## src/rtl/prog_mem.sv

```systemverilog
// Instruction memory for the 4-bit CPU with a byte-serial, checksum-verified program loader.
// The CPU fetches combinationally; cpu_hold keeps it in reset until a load passes its checksum.
module prog_mem #(
    parameter int DEPTH  = 16,
    parameter int ADDR_W = 4,
    parameter int DATA_W = 8
) (
    input  logic              clk,
    input  logic              reset,
    input  logic [ADDR_W-1:0] addr,
    output logic [DATA_W-1:0] data,
    input  logic              ld_start,
    input  logic              ld_valid,
    input  logic [DATA_W-1:0] ld_byte,
    output logic              ld_ready,
    output logic              ld_done,
    output logic              ld_err,
    output logic              cpu_hold
);

    typedef enum logic [2:0] {
        S_EMPTY,
        S_LOAD,
        S_CHECK,
        S_RUN,
        S_ERROR
    } state_t;

    state_t              state;
    logic [ADDR_W-1:0]   wptr;
    logic [DATA_W-1:0]   sum;
    logic [DATA_W-1:0]   mem [DEPTH];
    logic                xfer;

    // ld_ready is a registered copy of "state is LOAD or CHECK", so this is the handshake.
    assign xfer = ld_valid & ld_ready;

    assign data = mem[addr];

    always_ff @(posedge clk) begin
        if (reset) begin
            // NOTE: the memory is cleared by reset on purpose, so a partial load never survives it;
            // this makes it a flop array rather than a RAM macro, which is fine at 16 words.
            for (int i = 0; i < DEPTH; i++) begin
                mem[i] <= '0;
            end
            state    <= S_EMPTY;
            wptr     <= '0;
            sum      <= '0;
            ld_ready <= 1'b0;
            ld_done  <= 1'b0;
            ld_err   <= 1'b0;
            cpu_hold <= 1'b1;
        end else begin
            ld_done <= 1'b0;
            // ld_start wins over any transfer in the same cycle; that byte is dropped.
            if (ld_start) begin
                state    <= S_LOAD;
                wptr     <= '0;
                sum      <= '0;
                ld_ready <= 1'b1;
                ld_err   <= 1'b0;
                cpu_hold <= 1'b1;
            end else begin
                case (state)
                    S_LOAD: begin
                        if (xfer) begin
                            mem[wptr] <= ld_byte;
                            sum       <= sum + ld_byte;
                            wptr      <= wptr + 1'b1;
                            if (wptr == ADDR_W'(DEPTH - 1)) begin
                                state <= S_CHECK;
                            end
                        end
                    end
                    S_CHECK: begin
                        if (xfer) begin
                            ld_ready <= 1'b0;
                            if (ld_byte == sum) begin
                                state    <= S_RUN;
                                ld_done  <= 1'b1;
                                cpu_hold <= 1'b0;
                            end else begin
                                state  <= S_ERROR;
                                ld_err <= 1'b1;
                            end
                        end
                    end
                    default: begin
                        // EMPTY, RUN and ERROR only leave on ld_start or reset.
                    end
                endcase
            end
        end
    end

endmodule

```

## config.mk

```make
export PLATFORM = sky130hd
export DESIGN_NAME = prog_mem
export DESIGN_NICKNAME = d
export VERILOG_FILES = /design/src/rtl/prog_mem.sv
export SDC_FILE = /design/constraint.sdc
export NUM_CORES = 1
export LEC_CHECK = 0
export CORE_MARGIN = 10
export CORE_UTILIZATION = 55
export DETAILED_ROUTE_END_ITERATION = 8
export PLACE_DENSITY = 0.73
export SYNTH_ARGS = -nofsm -noshare
export SYNTH_HDL_FRONTEND = slang
export SYNTH_SLANG_ARGS = --single-unit
```

## constraint.sdc

```tcl
create_clock -name clk -period 2.75 [get_ports clk]
set_clock_uncertainty 0.15 [all_clocks]
set_input_delay 0.55 -clock clk [delete_from_list [all_inputs] [get_ports clk]]
set_output_delay 0.55 -clock clk [all_outputs]
set_load 0.01 [all_outputs]
```

==> results.tsv, run 1 <==
metric	value	unit
Buf+Inv Stages, Crit Path	3	
First DRT Iteration DRCs	530	
worst endpoint data arrival time	2.02	ns
prevailing post-synth register cell	edfxtp_1	
maximum capacitance violations	0	
CTS root buf	clkbuf_16	
GRT overflow	0	
Post-Layout Cell Count	748	
Final Critical Period	2.72	ns
total CTS buffers	17	
synth top area cells	edfxtp_1 (54%), and2_1 (10%), mux4_1 (8.9%)	
vias in the first global route	4513	
H-tree depth	4	
Cells after DPL	713	
cell accounting for the most synthesized area	edfxtp_1	
yosys warns	0	
layout cells sized above 1	25.3	%
CP Capture Type	primary output	
min-delay worst type	flop to flop	
CTS tree	yes	
period utilization	99.0	%
WS Path Type	input port to primary output	
Hold Fails Final Rpt	0	
# diodes	0	
Die W	134	µm
Synth Register Bits	147	
clock-pin slew on the worst setup and hold paths	0.06	ns
Final ANT Viol Nets	0	
detailed placement HPWL	12.5	mm
Synth top area share	54.1	%
register area share after synthesis	59.5	%
synthesized netlist cell count	491	
synthesized cell area	7100	µm²
All-Layer GR Usage	20.9	%
Post-Route WL	18.0	mm
Pwr Density	644	nW/µm²
CP max FO	16	
Max Freq	0.367	GHz
max-slew violation count	0	
largest net degree at the start of global routing	20	
Top-Level Pins	28	
area delta synth->final	21.2	%
Post-synth ARST share	0	%
initial antenna violation count	0	
Core Area	12600	µm²
Peak VDD IR	0.413	mV
DR DRC count	0	
drt pass-1 iters	5	
port bufs	27	
Synth Net Count	519	
CP delay by family, top	multiplexers	
worst relative slew slack	62.2	%
die area	17900	µm²
RePlAce Congestion	0.871	
# rows	41	
unrepaired setup endpoints after global routing	no	
starting density of the core	56.3	%
Worst Setup Start Kind	input port	
Slew @ Worst Pin	0.566	ns
status	finished clean	
cells along the critical path	clkdlybuf4s15_2 > buf_12 > mux4_2 > mux4_2 > buf_6	
Worst-Skew Late Latency	0.42	ns
drt wl/cell	24.1	µm
nets@finish	591	
Critical Path Most Common Cell	mux4_2	
WP data required	2.05	ns
Static Leak	3.22	nW
DR vias	4536	
first-pass GRT wire length	27.6	mm
Setup violations, final	0	
clk sink count	147	
CTS Buffer Depth	2	
cts hold-fix bufs	0	
Netlist cell types	47	
Die H	134	µm
Largest stage delay, worst path	0.52	ns
Power, Total	0.00554	W
Avg Cell Area, Syn	14.5	µm²
CP max-delay cell	mux4_2	
Vias/cell	6.06	
EDFF count, synth	128	
[path summary, 6_finish.rpt]
check | start | cells after the start | end | slack, ns
worst min register to register | cpu_hold | 1 | cpu_hold | 0.31
worst max register to register | ld_ready | 5 | mem[6][3] | 0.61
worst min-delay path | cpu_hold | 1 | cpu_hold | 0.31
worst max-delay path | addr[1] | 5 | data[1] | 0.03
[worst reg2reg max path: cells and delay by family, from the launching register on]
kind	cells	cell delay, ns
AND/OR/NAND/NOR	5	1.31
flip-flops	1	0.35
[metal layers]
layer  GRT usage [%]  wire length, µm
met1            27.3             7010
met2            32.2             8390
met3            5.71             2040
met4            8.95              563
met5               0                0
[cell families (layout without fill, tap and decap cells)]
family          after synthesis  in the layout  share of synthesized area, %
compound gates               31             31                          2.85
xor+xnor                      3              3                         0.370
fa+ha+maj                    12             12                          2.22
buf+inv                      36            121                          2.61
flops                       147            147                          59.5
mux                          40             40                          14.0
simple gates                222            222                          18.5
[registers in the layout (all words and copies together) (netlist names)]
register and count:
ld_err 1, mem 128, wptr 4, state 3, ld_done 1, ld_ready 1, cpu_hold 1, sum 8
[power by group]
group / switching [W] / leakage (nW) / total, W / internal [W]
clock: 0.000906 / 0.314 / 0.00261 / 0.00170
sequential: 0.0000415 / 1.44 / 0.00254 / 0.00250
combinational: 0.000196 / 1.47 / 0.000398 / 0.000201
total: 0.00114 / 3.22 / 0.00554 / 0.00440
[stage by stage]
step                      setup TNS (ns)  hold WS, ns  worst slack [ns]  utilization [%]  cell area (µm²)
after floorplan                        0        0.283             0.227                -             7100
after global placement             -4.12        0.290            -0.537             62.7             7910
after detailed placement           -4.36        0.299            -0.566             62.7             7910
after CTS                              0        0.313            0.0183             68.3             8620
after global routing                   0        0.342           0.00379             68.2             8610
final                                  0        0.309            0.0263             68.2             8610
[synthesized netlist by cell type (2+ instances only)]
| library cell | n |
|---|---|
| edfxtp_1 | 128 |
| a211oi_1 | 4 |
| nand3_1 | 7 |
| nor3_1 | 14 |
| nor4_1 | 6 |
| nor3b_1 | 2 |
| nand2_1 | 10 |
| a21oi_1 | 9 |
| buf_2 | 3 |
| and3b_1 | 2 |
| buf_1 | 4 |
| a211o_1 | 2 |
| o21ai_0 | 4 |
| nand2b_1 | 5 |
| clkbuf_1 | 19 |
| nor3_2 | 4 |
| mux4_1 | 24 |
| nand3_2 | 4 |
| and2_1 | 113 |
| ha_1 | 11 |
| o211ai_1 | 2 |
| o21a_1 | 3 |
| or2_1 | 6 |
| mux4_2 | 16 |
| nand4_1 | 4 |
| inv_1 | 5 |
| a21o_1 | 3 |
| dfxtp_1 | 19 |
| xor2_1 | 2 |
| or2_2 | 12 |
| buf_8 | 2 |
| nand3b_1 | 2 |
| nor2_1 | 26 |
[layout make-up]
| type | count | area, µm² |
|---|---|---|
| tap | 172 | 215 |
| clock inverter | 13 | 230 |
| fill | 882 | 4010 |
| inverter | 6 | 22.5 |
| sequential | 147 | 4220 |
| multi-input combinational | 308 | 2650 |
| clock buffer | 19 | 433 |
| timing repair buffer | 83 | 842 |
[what timing repair did]
item                       in CTS  in global routing
buffers inserted                0                  0
setup endpoints to repair       8                  2
cloned                          3                  0
resized for setup              60                  2
[cells in the final DEF (no fill, tap or decap), types with 5 or more instances in the layout]
cell | netlist | layout
nand2_1 | 10 | 10
buf_2 | 3 | 6
and2_1 | 113 | 113
clkdlybuf4s50_1 | 0 | 17
nor3_1 | 14 | 14
bufinv_16 | 0 | 6
edfxtp_1 | 128 | 128
nor4_1 | 6 | 6
a21oi_1 | 9 | 9
buf_4 | 0 | 44
mux4_1 | 24 | 11
buf_12 | 1 | 9
nand3_1 | 7 | 7
inv_1 | 5 | 5
ha_1 | 11 | 11
nand2b_1 | 5 | 5
clkbuf_16 | 0 | 17
nor2_1 | 26 | 26
mux4_2 | 16 | 29
or2_1 | 6 | 6
dfxtp_1 | 19 | 19
or2_2 | 12 | 12
No activity file was read; power rests on OpenSTA's default activity.
==> run 2: changes to the inputs <==
Settings changed: CTS_CLUSTER_SIZE set to 16.
==> results of run 2 <==
No change in the layout: final DEF, timing and power equal those of run 1.
==> run 3: changes to the inputs <==
Settings changed: RECOVER_POWER set to 100.
==> results.tsv, run 3 (synthesis results as in run 1) <==
metric	value	unit	change
Largest regs	mem x128, sum x8, wptr x4		unchanged
CTS Buffer Depth	2		unchanged
CP Capture Type	primary output		unchanged
Peak VDD IR	0.412	mV	was 0.413 mV
CTS root buf	clkbuf_16		unchanged
Top-Level Pins	28		unchanged
area delta synth->final	19.6	%	was 21.2%
DR DRC count	0		unchanged
CTS tree	yes		unchanged
end of the worst hold path	cpu_hold		unchanged
WS Path Type	input port to primary output		unchanged
First DRT Iteration DRCs	478		was 530
die area	17900	µm²	unchanged
Clk pwr share	47.1	%	was 47.0%
Post-Route WL	18.0	mm	about the same
Buf+Inv Stages, Crit Path	3		unchanged
Largest stage delay, worst path	0.52	ns	about the same
cells along the critical path	clkdlybuf4s15_2 > buf_12 > mux4_2 > mux4_2 > buf_6		unchanged
starting density of the core	56.3	%	unchanged
Die H	134	µm	unchanged
R2R Setup Slk	0.41	ns	was 0.61 ns
register share of total power	45.8	%	about the same
internal power	0.00439	W	was 0.00440 W
Critical R2R Launch	state[2]		was ld_ready
hold path cells	1		unchanged
Worst-Skew Late Latency	0.42	ns	about the same
Worst Setup Start Kind	input port		unchanged
CP delay by family, top	multiplexers		unchanged
worst setup margin	0.0238	ns	was 0.0263 ns
Setup violations, final	0		unchanged
vias in the first global route	4513		unchanged
status	finished clean		unchanged
worst endpoint data arrival time	2.03	ns	was 2.02 ns
Reg with most FFs	mem		unchanged
first-pass GRT wire length	27.6	mm	unchanged
Final Critical Period	2.73	ns	was 2.72 ns
port bufs	27		unchanged
min-delay worst type	flop to flop		unchanged
Switch Pwr	0.00114	W	about the same
pre-CTS setup slack	-0.566	ns	unchanged
CP max FO	16		unchanged
max-slew violation count	0		unchanged
initial antenna violation count	0		unchanged
CP max-delay cell	mux4_2		unchanged
worst relative slew slack	59.2	%	was 62.2%
RePlAce Congestion	0.871		unchanged
drt wl/cell	24.1	µm	about the same
Final ANT Viol Nets	0		unchanged
Slew @ Worst Pin	0.612	ns	was 0.566 ns
max FFs per register	128		unchanged
Power, Total	0.00554	W	about the same
WP data required	2.05	ns	about the same
most frequent cells in the layout	edfxtp_1 (128), and2_0 (71), and2_1 (42), mux4_2 (29), nor2_1 (26)		was edfxtp_1 (128), and2_1 (113), buf_4 (44), mux4_2 (29), nor2_1 (26)
combinational fraction of design power	7.1	%	was 7.2%
Pwr Density	652	nW/µm²	was 644 nW/µm²
Static Leak	3.04	nW	was 3.22 nW
Core Area	12600	µm²	unchanged
All-Layer GR Usage	20.9	%	unchanged
commonest non-fill, non-tap cell in the layout	edfxtp_1		unchanged
clock-pin slew on the worst setup and hold paths	0.06	ns	about the same
# diodes	0		unchanged
H-tree depth	4		unchanged
# rows	41		unchanged
DR vias	4550		was 4,536
cts hold-fix bufs	0		unchanged
period utilization	99.1	%	was 99.0%
layout cells sized above 1	19.6	%	was 25.3%
Die W	134	µm	unchanged
drt pass-1 iters	7		was 5
largest net degree at the start of global routing	20		unchanged
setup bufs post-CTS	0		unchanged
Vias/cell	6.08		was 6.06
Max Freq	0.367	GHz	about the same
FF-to-FF path depth	5		unchanged
maximum capacitance violations	0		unchanged
nets@finish	591		unchanged
Layout fillers	914		was 882
Hold Fails Final Rpt	0		unchanged
clk sink count	147		unchanged
detailed placement HPWL	12.5	mm	unchanged
GRT overflow	0		unchanged
Hold Crit Start	cpu_hold		unchanged
unrepaired setup endpoints after global routing	no		unchanged
Switching Fraction	20.7	%	was 20.6%
Critical Path Most Common Cell	mux4_2		unchanged
total CTS buffers	17		unchanged
Critical R2R Capture	mem[6][5]		was mem[6][3]
run 3: cell count changes in the layout (fill, tap and decap cells not counted), moves of 7 or more:
cell             previous run  this run
and2_0                      0        71
and2_1                    113        42
buf_4                      44        19
clkbuf_1                    2        22
clkdlybuf4s50_1            17        10
dlygate4sd3_1               0         7
run 3: what timing repair did:
| item | 4_1_cts | 5_1_grt |
|---|---|---|
| cloned | 3 | 0 |
| endpoints found under the hold margin | 0 | 0 |
| setup endpoints to repair | 8 | 2 |
| resized for setup | 60 | 2 |
run 3: power by group through the flow:
| stage | Combinational, W | Sequential, W | Clock [W] |
|---|---|---|---|
| after global routing | 0.000417 | 0.00254 | 0.00272 |
| after global placement | 0.000366 | 0.00258 | 0 |
| after floorplan | 0.000217 | 0.00255 | 0 |
| after detailed placement | 0.000377 | 0.00258 | 0 |
| final | 0.000393 | 0.00254 | 0.00261 |
| after CTS | 0.000397 | 0.00254 | 0.00262 |
run 3: through the flow:
step / cells / instance area (µm²) / util [%] / TNS, ns / hold WS [ns]
6_report: 748 / 8490 / 67.3 / 0 / 0.303
5_1_grt: 748 / 8490 / 67.3 / 0 / 0.337
4_1_cts: 748 / 8620 / 68.3 / 0 / 0.313
3_5_place_dp: 713 / 7910 / 62.7 / -4.36 / 0.299
3_3_place_gp: 713 / 7910 / 62.7 / -4.12 / 0.290
2_1_floorplan: 491 / 7100 / - / 0 / 0.283
run 3: worst max path at each step:
stage               startpoint       to  slack (ns)  cells past startpoint
floorplan              addr[0]  data[0]        0.23                      4
global placement       addr[1]  data[1]       -0.54                      5
detailed placement     addr[1]  data[1]       -0.57                      5
CTS                    addr[0]  data[4]        0.02                      5
global route         mem[9][1]  data[1]       0.004                      3
finish                 addr[1]  data[1]        0.02                      5
run 3: final cells by class:
| class | count | area [µm²] | share of cell area (%) |
|---|---|---|---|
| Sequential cell | 147 | 4220 | 49.7 |
| Clock buffer | 19 | 433 | 5.10 |
| Tap cell | 172 | 215 | 2.53 |
| Multi-Input combinational cell | 308 | 2610 | 30.7 |
| Timing Repair Buffer | 83 | 762 | 8.97 |
| Clock inverter | 13 | 230 | 2.71 |
| Inverter | 6 | 22.5 | 0.265 |
run 3: per-layer routing:
metal  track usage [%]  part of all wire [%]  vias up
li1                  -                     -     1997
met1              27.3                    40     2223
met2              32.2                    46      286
met3              5.71                    10       44
met4              8.95                   3.4        0
met5                 0                     0        -
